`config.mk`:
```
export PLATFORM = sky130hd
export DESIGN_NAME = dram_port_arbiter_flat
export DESIGN_NICKNAME = d
export VERILOG_FILES = /design/src/rtl/dram_if_pkg.sv /design/src/rtl/dram_port_arbiter_if.sv /design/src/rtl/dram_rd_tracker.sv /design/src/rtl/dram_port_arbiter.sv /design/src/flat_wrapper.sv
export SDC_FILE = /design/constraint.sdc
export NUM_CORES = 1
export LEC_CHECK = 0
export CAP_MARGIN = 20
export CORE_AREA = 2 2 239 241
export CTS_BUF_LIST = sky130_fd_sc_hd__clkbuf_8
export CTS_CLUSTER_SIZE = 28
export DETAILED_ROUTE_END_ITERATION = 7
export DIE_AREA = 0 0 241 243
export HOLD_SLACK_MARGIN = 0.06
export PLACE_DENSITY_LB_ADDON = 0.08
export SETUP_SLACK_MARGIN = 0.05
export SLEW_MARGIN = 10
export SYNTH_ARGS = -nofsm -noshare
export SYNTH_HDL_FRONTEND = slang
export SYNTH_SLANG_ARGS = --single-unit
```
`constraint.sdc`:
```
create_clock -name clk -period 2.22 [get_ports clk]
set_clock_uncertainty 0.05 [all_clocks]
set_input_delay 0.444 -clock clk [delete_from_list [all_inputs] [get_ports clk]]
set_output_delay 0.444 -clock clk [all_outputs]
set_load 0.01 [all_outputs]
```
`src/rtl/dram_if_pkg.sv`:
```
// dram_if_pkg: DDR user-port command codes and arbiter state encoding
package dram_if_pkg;
  localparam logic [2:0] DDR_CMD_WRITE = 3'b000;
  localparam logic [2:0] DDR_CMD_READ  = 3'b001;
  typedef enum logic [1:0] {ST_IDLE, ST_WRITE, ST_READ} arb_state_t;
endpackage

```
`src/rtl/dram_port_arbiter_if.sv`:
```
// dram_port_arbiter_if: client write/read handshakes plus the MIG-style DDR user port
interface dram_port_arbiter_if #(
  parameter int MEM_IF_WIDTH = 128,
  parameter int ADX_WIDTH    = 27
) ();
  logic                    wr_req;
  logic [ADX_WIDTH-1:0]    wr_addr;
  logic [MEM_IF_WIDTH-1:0] wr_data;
  logic                    wr_ack;
  logic                    rd_req;
  logic [ADX_WIDTH-1:0]    rd_addr;
  logic                    rd_ack;
  logic [MEM_IF_WIDTH-1:0] rd_data;
  logic                    rd_valid;
  logic                    app_en;
  logic [2:0]              app_cmd;
  logic [ADX_WIDTH-1:0]    app_addr;
  logic                    app_rdy;
  logic [MEM_IF_WIDTH-1:0] app_wdf_data;
  logic                    app_wdf_wren;
  logic                    app_wdf_end;
  logic                    app_wdf_rdy;
  logic [MEM_IF_WIDTH-1:0] app_rd_data;
  logic                    app_rd_data_valid;
  modport master (
    input  wr_req, wr_addr, wr_data, rd_req, rd_addr, app_rdy, app_wdf_rdy, app_rd_data, app_rd_data_valid,
    output wr_ack, rd_ack, rd_data, rd_valid, app_en, app_cmd, app_addr, app_wdf_data, app_wdf_wren, app_wdf_end
  );
  modport slave (
    output wr_req, wr_addr, wr_data, rd_req, rd_addr, app_rdy, app_wdf_rdy, app_rd_data, app_rd_data_valid,
    input  wr_ack, rd_ack, rd_data, rd_valid, app_en, app_cmd, app_addr, app_wdf_data, app_wdf_wren, app_wdf_end
  );
endinterface

```
`src/rtl/dram_rd_tracker.sv`:
```
// dram_rd_tracker: outstanding-read counter, registered read return and unexpected-return flag
module dram_rd_tracker #(
  parameter int MEM_IF_WIDTH       = 128,
  parameter int MAX_RD_OUTSTANDING = 4
) (
  input  logic                    clk,
  input  logic                    reset,
  input  logic                    acc,
  input  logic [MEM_IF_WIDTH-1:0] ret_data,
  input  logic                    ret_valid,
  output logic [MEM_IF_WIDTH-1:0] rd_data,
  output logic                    rd_valid,
  output logic                    full,
  output logic                    pending,
  output logic                    err_sticky
);
  localparam int OW = $clog2(MAX_RD_OUTSTANDING + 1);
  logic [OW-1:0] outstanding;
  logic          ret;
  // a return with nothing in flight is dropped, even if a read is accepted the same cycle
  assign ret     = ret_valid & (outstanding != '0);
  assign full    = outstanding == OW'(MAX_RD_OUTSTANDING);
  assign pending = outstanding != '0;
  always_ff @(posedge clk) begin
    if (reset) begin
      outstanding <= '0;
      rd_valid    <= 1'b0;
      rd_data     <= '0;
      err_sticky  <= 1'b0;
    end else begin
      outstanding <= outstanding + OW'(acc) - OW'(ret);
      rd_valid    <= ret;
      rd_data     <= ret_data;
      err_sticky  <= err_sticky | (ret_valid & ~ret);
    end
  end
endmodule

```
`src/rtl/dram_port_arbiter.sv`:
```
// dram_port_arbiter: write-priority arbiter sharing one DDR user port with bounded read starvation
module dram_port_arbiter
  import dram_if_pkg::*;
#(
  parameter int MEM_IF_WIDTH       = 128,
  parameter int ADX_WIDTH          = 27,
  parameter int WR_STREAK_MAX      = 8,
  parameter int MAX_RD_OUTSTANDING = 4
) (
  input  logic                 clk,
  input  logic                 reset,
  dram_port_arbiter_if.master  bus,
  output logic                 busy,
  output logic                 err_sticky
);
  localparam int SW = $clog2(WR_STREAK_MAX + 1);
  arb_state_t              state, state_nxt;
  logic [SW-1:0]           streak;
  logic [ADX_WIDTH-1:0]    cap_addr;
  logic [MEM_IF_WIDTH-1:0] cap_data;
  logic                    cmd_done, data_done, full, pending;
  logic                    go_rd, go_wr, cmd_hs, data_hs;
  always_comb begin
    go_rd     = state == ST_IDLE & bus.rd_req & ~full & (streak == SW'(WR_STREAK_MAX) | ~bus.wr_req);
    go_wr     = state == ST_IDLE & ~go_rd & bus.wr_req;
    cmd_hs    = bus.app_en & bus.app_rdy;
    data_hs   = bus.app_wdf_wren & bus.app_wdf_rdy;
    state_nxt = go_rd ? ST_READ :
                go_wr ? ST_WRITE :
                ((state == ST_WRITE & cmd_done & data_done) | (state == ST_READ & bus.app_rdy)) ? ST_IDLE :
                state;
  end
  assign bus.wr_ack       = go_wr & ~reset;
  assign bus.rd_ack       = state == ST_READ & bus.app_rdy;
  assign bus.app_en       = (state == ST_WRITE & ~cmd_done) | state == ST_READ;
  assign bus.app_cmd      = state == ST_READ ? DDR_CMD_READ : DDR_CMD_WRITE;
  assign bus.app_addr     = cap_addr;
  assign bus.app_wdf_data = cap_data;
  assign bus.app_wdf_wren = state == ST_WRITE & ~data_done;
  assign bus.app_wdf_end  = bus.app_wdf_wren;
  assign busy             = state != ST_IDLE | pending;
  always_ff @(posedge clk) begin
    if (reset) begin
      state     <= ST_IDLE;
      streak    <= '0;
      cap_addr  <= '0;
      cap_data  <= '0;
      cmd_done  <= 1'b0;
      data_done <= 1'b0;
    end else begin
      state <= state_nxt;
      if (go_rd) begin
        cap_addr <= bus.rd_addr;
        streak   <= '0;
      end
      if (go_wr) begin
        cap_addr  <= bus.wr_addr;
        cap_data  <= bus.wr_data;
        streak    <= ~bus.rd_req ? '0 : streak == SW'(WR_STREAK_MAX) ? streak : streak + SW'(1);
        cmd_done  <= 1'b0;
        data_done <= 1'b0;
      end
      if (state == ST_WRITE & cmd_hs) cmd_done <= 1'b1;
      if (data_hs) data_done <= 1'b1;
    end
  end
  dram_rd_tracker #(.MEM_IF_WIDTH(MEM_IF_WIDTH), .MAX_RD_OUTSTANDING(MAX_RD_OUTSTANDING)) u_trk (
    .clk       (clk),
    .reset     (reset),
    .acc       (bus.rd_ack),
    .ret_data  (bus.app_rd_data),
    .ret_valid (bus.app_rd_data_valid),
    .rd_data   (bus.rd_data),
    .rd_valid  (bus.rd_valid),
    .full      (full),
    .pending   (pending),
    .err_sticky(err_sticky)
  );
endmodule

```
`src/flat_wrapper.sv`:
```
// flat-port wrapper written by rule: the top's interface ports become plain ports
module dram_port_arbiter_flat import dram_if_pkg::*;
#(
  parameter int MEM_IF_WIDTH       = 128,
  parameter int ADX_WIDTH          = 27,
  parameter int WR_STREAK_MAX      = 8,
  parameter int MAX_RD_OUTSTANDING = 4
)
  (clk, reset, busy, err_sticky, bus_wr_req, bus_wr_addr, bus_wr_data, bus_rd_req, bus_rd_addr, bus_app_rdy, bus_app_wdf_rdy, bus_app_rd_data, bus_app_rd_data_valid, bus_wr_ack, bus_rd_ack, bus_rd_data, bus_rd_valid, bus_app_en, bus_app_cmd, bus_app_addr, bus_app_wdf_data, bus_app_wdf_wren, bus_app_wdf_end);
  dram_port_arbiter_if #(.MEM_IF_WIDTH(MEM_IF_WIDTH), .ADX_WIDTH(ADX_WIDTH)) bus_i ();
  input  logic clk;
  input  logic reset;
  output logic busy;
  output logic err_sticky;
  input wire logic [$bits(bus_i.wr_req)-1:0] bus_wr_req;
  input wire logic [$bits(bus_i.wr_addr)-1:0] bus_wr_addr;
  input wire logic [$bits(bus_i.wr_data)-1:0] bus_wr_data;
  input wire logic [$bits(bus_i.rd_req)-1:0] bus_rd_req;
  input wire logic [$bits(bus_i.rd_addr)-1:0] bus_rd_addr;
  input wire logic [$bits(bus_i.app_rdy)-1:0] bus_app_rdy;
  input wire logic [$bits(bus_i.app_wdf_rdy)-1:0] bus_app_wdf_rdy;
  input wire logic [$bits(bus_i.app_rd_data)-1:0] bus_app_rd_data;
  input wire logic [$bits(bus_i.app_rd_data_valid)-1:0] bus_app_rd_data_valid;
  output wire logic [$bits(bus_i.wr_ack)-1:0] bus_wr_ack;
  output wire logic [$bits(bus_i.rd_ack)-1:0] bus_rd_ack;
  output wire logic [$bits(bus_i.rd_data)-1:0] bus_rd_data;
  output wire logic [$bits(bus_i.rd_valid)-1:0] bus_rd_valid;
  output wire logic [$bits(bus_i.app_en)-1:0] bus_app_en;
  output wire logic [$bits(bus_i.app_cmd)-1:0] bus_app_cmd;
  output wire logic [$bits(bus_i.app_addr)-1:0] bus_app_addr;
  output wire logic [$bits(bus_i.app_wdf_data)-1:0] bus_app_wdf_data;
  output wire logic [$bits(bus_i.app_wdf_wren)-1:0] bus_app_wdf_wren;
  output wire logic [$bits(bus_i.app_wdf_end)-1:0] bus_app_wdf_end;
  assign bus_i.wr_req = bus_wr_req;
  assign bus_i.wr_addr = bus_wr_addr;
  assign bus_i.wr_data = bus_wr_data;
  assign bus_i.rd_req = bus_rd_req;
  assign bus_i.rd_addr = bus_rd_addr;
  assign bus_i.app_rdy = bus_app_rdy;
  assign bus_i.app_wdf_rdy = bus_app_wdf_rdy;
  assign bus_i.app_rd_data = bus_app_rd_data;
  assign bus_i.app_rd_data_valid = bus_app_rd_data_valid;
  assign bus_wr_ack = bus_i.wr_ack;
  assign bus_rd_ack = bus_i.rd_ack;
  assign bus_rd_data = bus_i.rd_data;
  assign bus_rd_valid = bus_i.rd_valid;
  assign bus_app_en = bus_i.app_en;
  assign bus_app_cmd = bus_i.app_cmd;
  assign bus_app_addr = bus_i.app_addr;
  assign bus_app_wdf_data = bus_i.app_wdf_data;
  assign bus_app_wdf_wren = bus_i.app_wdf_wren;
  assign bus_app_wdf_end = bus_i.app_wdf_end;
  dram_port_arbiter #(.MEM_IF_WIDTH(MEM_IF_WIDTH), .ADX_WIDTH(ADX_WIDTH), .WR_STREAK_MAX(WR_STREAK_MAX), .MAX_RD_OUTSTANDING(MAX_RD_OUTSTANDING)) u_core (.clk(clk), .reset(reset), .bus(bus_i), .busy(busy), .err_sticky(err_sticky));
endmodule
```
==> results of run 1 <==
[power by group through the flow]
stage,combinational (mW),sequential [mW],clock (mW)
after floorplan,1.09,6.30,0
after global placement,3.36,6.10,0
after detailed placement,3.36,6.11,0
after CTS,3.37,6.00,5.81
after global routing,3.61,6.05,6.00
final,3.30,6.00,5.49
[per-layer routing]
layer	track usage, %	vias to the layer above
li1	-	4688
met1	13.76	4314
met2	23.94	384
met3	6.846	86
met4	5.011	10
met5	0	-
[path summary, 6_finish.rpt]
kind | to | cells past startpoint | start
worst max-delay path | bus_wr_ack | 7 | u_core.streak[1]
worst min-delay path | u_core.state[0] | 4 | reset
worst max register to register | u_core.u_trk.outstanding[2] | 10 | u_core.state[1]
worst min register to register | u_core.bus.app_wdf_data[72] | 2 | u_core.bus.app_wdf_data[72]
[per-stage QoR]
stage / area [um^2] / TNS, ps / setup WS (ps)
after global placement: 16970 / -17990 / -548.7
after floorplan: 9806 / 0 / 129.2
after global routing: 18170 / -431.2 / -340.6
after CTS: 18130 / -343.9 / -311.3
final: 18170 / -233.0 / -233.0
after detailed placement: 16970 / -17820 / -532.6
[critical path: cells and delay by family, from the launching register on]
family                     cells  cell delay (ps)
AOI/OAI and AO/OA              1              370
DFF                            1              300
and+or+nand+nor                3              270
buffers and inverters          2              240
adders and majority gates      1              140
[layout make-up]
type                    instances  area [um^2]  share of cell area (%)
clock inverters                19        112.6                  0.6198
multi-input cells             683         3573                   19.67
diodes                          2        5.005                 0.02755
well taps                     756        945.9                   5.206
flip-flops and latches        296         5931                   32.64
repair buffers                654         6539                   35.99
clock buffers                  75         1032                   5.681
inverters                       8        30.03                  0.1653
[logic make-up after synthesis]
logic type	count (synthesis)	share of synthesized area, %
adders and majority gates	5	0.7150
AOI/OAI and AO/OA	171	11.33
DFF	296	60.47
xor gates and xnor gates	4	0.3576
buffers and inverters	83	3.894
and+or+nand+nor	501	23.20
other	1	0.03827
[cells in the mapped netlist, types with 2 or more instances]
cell type / instances / share of area [%]
buf_2: 29 / 1.5
nand2b_1: 2 / 0.13
xnor2_1: 3 / 0.27
nand2_1: 316 / 12
nor2b_1: 133 / 8.5
nor4bb_1: 2 / 0.20
buf_6: 3 / 0.34
a311oi_1: 8 / 0.72
a22oi_1: 2 / 0.15
a21oi_1: 133 / 6.8
inv_1: 8 / 0.31
nor3_1: 4 / 0.20
buf_4: 3 / 0.23
a311oi_2: 19 / 2.9
nor2_1: 35 / 1.3
ha_1: 4 / 0.51
o21ai_0: 3 / 0.15
clkbuf_1: 40 / 1.5
dfxtp_1: 296 / 60
[state kept, by name (all words and copies together), names as in the netlist, 2 cells and up]
register,cells
u_core.bus.app_wdf_data,128
u_core.u_trk.rd_data,128
u_core.bus.app_addr,27
u_core.streak,4
u_core.u_trk.outstanding,3
u_core.state,2
[layout by cell type, fill, tap and decap left out, types with 2 or more instances in the layout]
master           netlist  layout
conb_1                 1       2
clkdlybuf4s50_1        0     590
dlygate4sd2_1          0       9
nor4bb_1               2       2
o21ai_0                3       3
nand2_1              316     315
inv_1                  8      17
buf_12                 0      10
buf_4                  3      35
xnor2_1                3       3
diode_2                0       2
nor2_4                 0       2
a22oi_1                2       2
nor3b_2                1       2
clkinvlp_4             0       2
dfxtp_1              296     292
buf_6                  3       2
nor2b_1              133     132
nor3_1                 4       3
a21oi_1              133     133
clkbuf_8               0      75
buf_2                 29       4
clkinv_2               0       6
nor2_1                35      33
ha_1                   4       3
a311oi_2              19      19
dfxtp_2                0       4
a311oi_1               8       8
[what timing repair did]
item | CTS | global route
setup endpoints to repair | 17 | 5
setup buffers | 1 | 1
gates resized for setup | 45 | 8
pin swaps | 4 | 2
gates cloned | 0 | 0
==> flow_summary.ini, run 1 <==
[floorplanning]
io_pins = 611
die_height_um = 243
die_area_um2 = 58560
floorplan.rows = 87
initial_utilization_pct = 17.51
fp.dieW_um = 241
coreArea_um2 = 55950

[setup_path]
crit_chain = inv_1 -> ha_4 -> nand3b_1 -> a211o_2 -> nand2b_1 -> nor2_1 -> buf_2
critPathKind = reg2out
crit_path_end_kind = output pin
arrival_ps = 1960
critPathMaxFanout = 2
critical_path.max_stage_delay_ps = 370
crit_required_ps = 1730
r2r_setup_slack_ps = 80
slowest_stage = a211o_2
start_kind = flip-flop

[route]
via_per_inst = 3.803
dr_wl_met2_mm = 20.61
ant_nets = 0
wl_met1_mm = 15.16
wl_met3_mm = 4.754
vias = 9482
drc_errors = 0
top_layer = met5
wl_per_cell_um = 16.76
drt-initial-drc-count = 268
wl_mm = 41.78
dr.pass1.iters = 4

[logic_synthesis]
synthFlopType = dfxtp_1
postSynthCellCount = 1061
synth_edf_count = 0
ys_ff_latch = 296
synthArstFlopShare_pct = 0
avgSynthCellArea_um2 = 9.236
yosysSeqAreaShare_pct = 60.47
yosysWarningCount = 0
syn_area_um2 = 9799
ys_types = 37

[place]
globalplace.congestion = 0.7315
dp_hpwl_mm = 30.58
dp_cells = 2395
numPortBuffers = 608

[job]
max_cap_viol_count = 0

[pwr]
clockPowerShare_pct = 37.1
power_mw = 14.79
p_leak_nw = 6.868
powerDensity_nw_per_um2 = 814.1
swShare_pct = 27.55
p_seq_share_pct = 40.6
internal-power_mw = 10.72
combPwrFrac_pct = 22.3
ir_drop_uv = 377.5
p_sw_mw = 4.075

[cts]
htree_levels = 2
clock_latency_ps = 630
cts_root_buffer = clkbuf_8
cts_tree = yes
clkSlewWorstSetupHoldPaths_ps = 60
numCtsBuffers = 57
hold_buffers = 0
cts_max_path_buffers = 3
cts.sinks = 296

[finish]
utilization_pct = 32.47
fin_nets = 2022
layoutNonFillerInstCount = 2493
area_delta_synth_final_pct = 85.41
layout-drive-gt1-share_pct = 10.03
num-fill-cells = 5941

[timing]
max_clock_freq_ghz = 0.4077
hold_violations = 0
whs_ps = 206.6
min_period_ps = 2453
worst_pin_slew_ps = 739.9
setup_viol = 1
layout_setup_ws_ps = -233.0
drv_slew = 0
rsz0062_at_grt = true
max_slew_margin_pct = 50.67
finalCritPeriodShare_pct = 110.5

[min_path]
hold_class = in2reg

[grt]
grt_pass1_wl_mm = 59.82
grt.overflow.total = 0
first_global_vias = 9613
grt_use_total_pct = 13.64
grt_max_degree = 136
antenna_found_initial = 9

[run_status]
violations = negative setup slack
status = complete, but fails checks
(Power assumes the default switching activity.)
==> run 2, diff against run 1 <==
--- a/config.mk
+++ b/config.mk
@@ -12,9 +12,9 @@
 export DETAILED_ROUTE_END_ITERATION = 7
 export DIE_AREA = 0 0 241 243
 export HOLD_SLACK_MARGIN = 0.06
-export PLACE_DENSITY_LB_ADDON = 0.08
+export PLACE_DENSITY = 0.46
 export SETUP_SLACK_MARGIN = 0.05
-export SLEW_MARGIN = 10
+export SLEW_MARGIN = 20
 export SYNTH_ARGS = -nofsm -noshare
 export SYNTH_HDL_FRONTEND = slang
 export SYNTH_SLANG_ARGS = --single-unit
==> run 2 against run 1 <==
The flow still finishes with violations (negative setup slack); count of clock-buffer cells in the layout shrank 10; global-route usage shrank 0.52 points; die area is the same; clock power shrank 9.7%; setup slack lost 2.8 ps; power shrank 1.5%; fmax shrank 0.11%; combinational power grew 8.8%; hold slack gained 16 ps; critical path type unchanged; highest routed layer unchanged.
==> flow_summary.ini, run 2 (synthesis gave the netlist of run 1 again) <==
[run_status]
status = complete, but fails checks
violations = negative setup slack

[setup_path]
critPathMaxFanout = 2
start_kind = flip-flop
r2r-end = u_core.bus.app_wdf_data[49]
cp_top_family = buffers and inverters
r2r_setup_slack_ps = 130
critical_path.max_stage_delay_ps = 330
worst_r2r_startpoint = u_core.streak[0]
slowest_stage = a211o_4
crit_path_end_kind = output pin
r2r_cells = 13
critPathKind = reg2out
crit_chain = inv_2 -> ha_4 -> nand3b_1 -> buf_4 -> a211o_4 -> nand2b_4 -> nor2_4 -> buf_6
arrival_ps = 1960
crit_required_ps = 1730
path_buf_inv = 3

[cts]
htree_levels = 2
cts_root_buffer = clkbuf_8
clock_latency_ps = 620
cts.sinks = 296
cts_max_path_buffers = 3
cts_tree = yes
numCtsBuffers = 55
clkSlewWorstSetupHoldPaths_ps = 60

[min_path]
hold_depth = 4
min_from = reset
min_to = u_core.streak[1]
hold_class = in2reg

[grt]
grt_max_degree = 130
grt_pass1_wl_mm = 58.71
grt_use_total_pct = 13.12
antenna_found_initial = 6
first_global_vias = 9938
grt.overflow.total = 0

[timing]
rsz0062_at_grt = true
max_clock_freq_ghz = 0.4072
drv_slew = 0
finalCritPeriodShare_pct = 110.6
hold_violations = 0
layout_setup_ws_ps = -235.7
min_period_ps = 2456
setup_viol = 1
finalSetupTns_ps = -235.7
max_slew_margin_pct = 46.53
worst_pin_slew_ps = 802.0

[finish]
fin_nets = 2037
layout_common_cells = clkdlybuf4s50_1, dfxtp_1, nand2_1
final_common_cell = clkdlybuf4s50_1
num-fill-cells = 5845
layout-drive-gt1-share_pct = 13.55
area_delta_synth_final_pct = 89.26

[route]
vias = 9560
wl_per_cell_um = 16.14
wl_mm = 40.58
via_per_inst = 3.803
drt-initial-drc-count = 277
drc_errors = 0
ant_nets = 0
dr.pass1.iters = 4

[pwr]
powerDensity_nw_per_um2 = 785.6
p_leak_nw = 7.074
ir_drop_uv = 421.7
power_mw = 14.57

[floorplanning]
coreArea_um2 = 55950
io_pins = 611
initial_utilization_pct = 17.51
die_area_um2 = 58560
die_height_um = 243
fp.dieW_um = 241
floorplan.rows = 87

[place]
dp_hpwl_mm = 28.90
globalplace.congestion = 0.7298
numPortBuffers = 608

[job]
max_cap_viol_count = 0
## run 2: changes by cell type in the layout (fill, tap and decap cells not counted), sizes merged, moves of 3 or more
cell and change:
clkbuf -9, buf +17, dlygate4sd2 -6, clkinv -4, dlymetal6s2s +3, inv +18, clkdlybuf4s50 +4
## run 2: final cells by class
type,count,area (um^2),area share (%)
inverters,8,30.03,0.1619
multi-input cells,683,3751,20.23
clock inverters,33,137.6,0.7421
flip-flops and latches,296,5939,32.02
repair buffers,671,6843,36.90
clock buffers,65,894.6,4.824
diodes,2,5.005,0.02699
well taps,756,945.9,5.100
## run 2: timing repair
item | 4_1_cts | 5_1_grt
pin swaps | 84 | 8
gates cloned | 2 | 1
hold buffers | 0 | 0
endpoints found under the setup margin | 11 | 139
buffers inserted | 18 | 5
resized for setup | 109 | 26
endpoints found under the hold margin | 0 | 0
## run 2: worst max-delay path by stage
stage | start | endpoint | depth (start not counted)
final | u_core.streak[0] | bus_wr_ack | 8
after global routing | u_core.streak[0] | bus_wr_ack | 8
after CTS | u_core.streak[0] | bus_wr_ack | 8
after detailed placement | bus_rd_req | bus_wr_ack | 6
after global placement | bus_rd_req | bus_wr_ack | 6
after floorplan | u_core.state[1] | u_core.u_trk.outstanding[2] | 9
## run 2: metrics by stage
step	util (%)	hold WS, ps	worst slack [ps]	cells	instance area [um^2]
2_1_floorplan	-	416.3	129.2	1062	9806
3_3_place_gp	30.37	391.2	-541.2	2396	16990
3_5_place_dp	30.37	395.9	-507.0	2396	16990
4_1_cts	33.00	135.7	-299.7	2511	18470
5_1_grt	33.15	180.7	-363.8	2514	18550
6_report	33.15	222.3	-235.7	2514	18550
## run 2: layer usage
layer	vias to the layer above	part of all wire, %	global-route usage (%)
met5	-	0.12	0
met4	8	2.8	5.156
met3	80	12	6.335
met2	415	49	22.79
met1	4336	37	13.44
li1	4721	-	-
## run 2: worst reg2reg max path: stages (launching register included)
cell	delay, ps
dfxtp_2	320
inv_2	70
ha_4	130
nand3b_1	90
buf_4	150
buf_4	140
o311ai_4	280
buf_12	150
buf_12	90
buf_12	120
buf_6	110
buf_12	100
nand2_1	70
a21oi_2	110
## run 2: report_power, final
| group | switching [mW] | internal (mW) | total [mW] |
|---|---|---|---|
| Combinational | 1.54 | 2.04 | 3.59 |
| Sequential | 0.234 | 5.79 | 6.03 |
| Clock | 2.33 | 2.63 | 4.96 |
| Total | 4.11 | 10.5 | 14.6 |
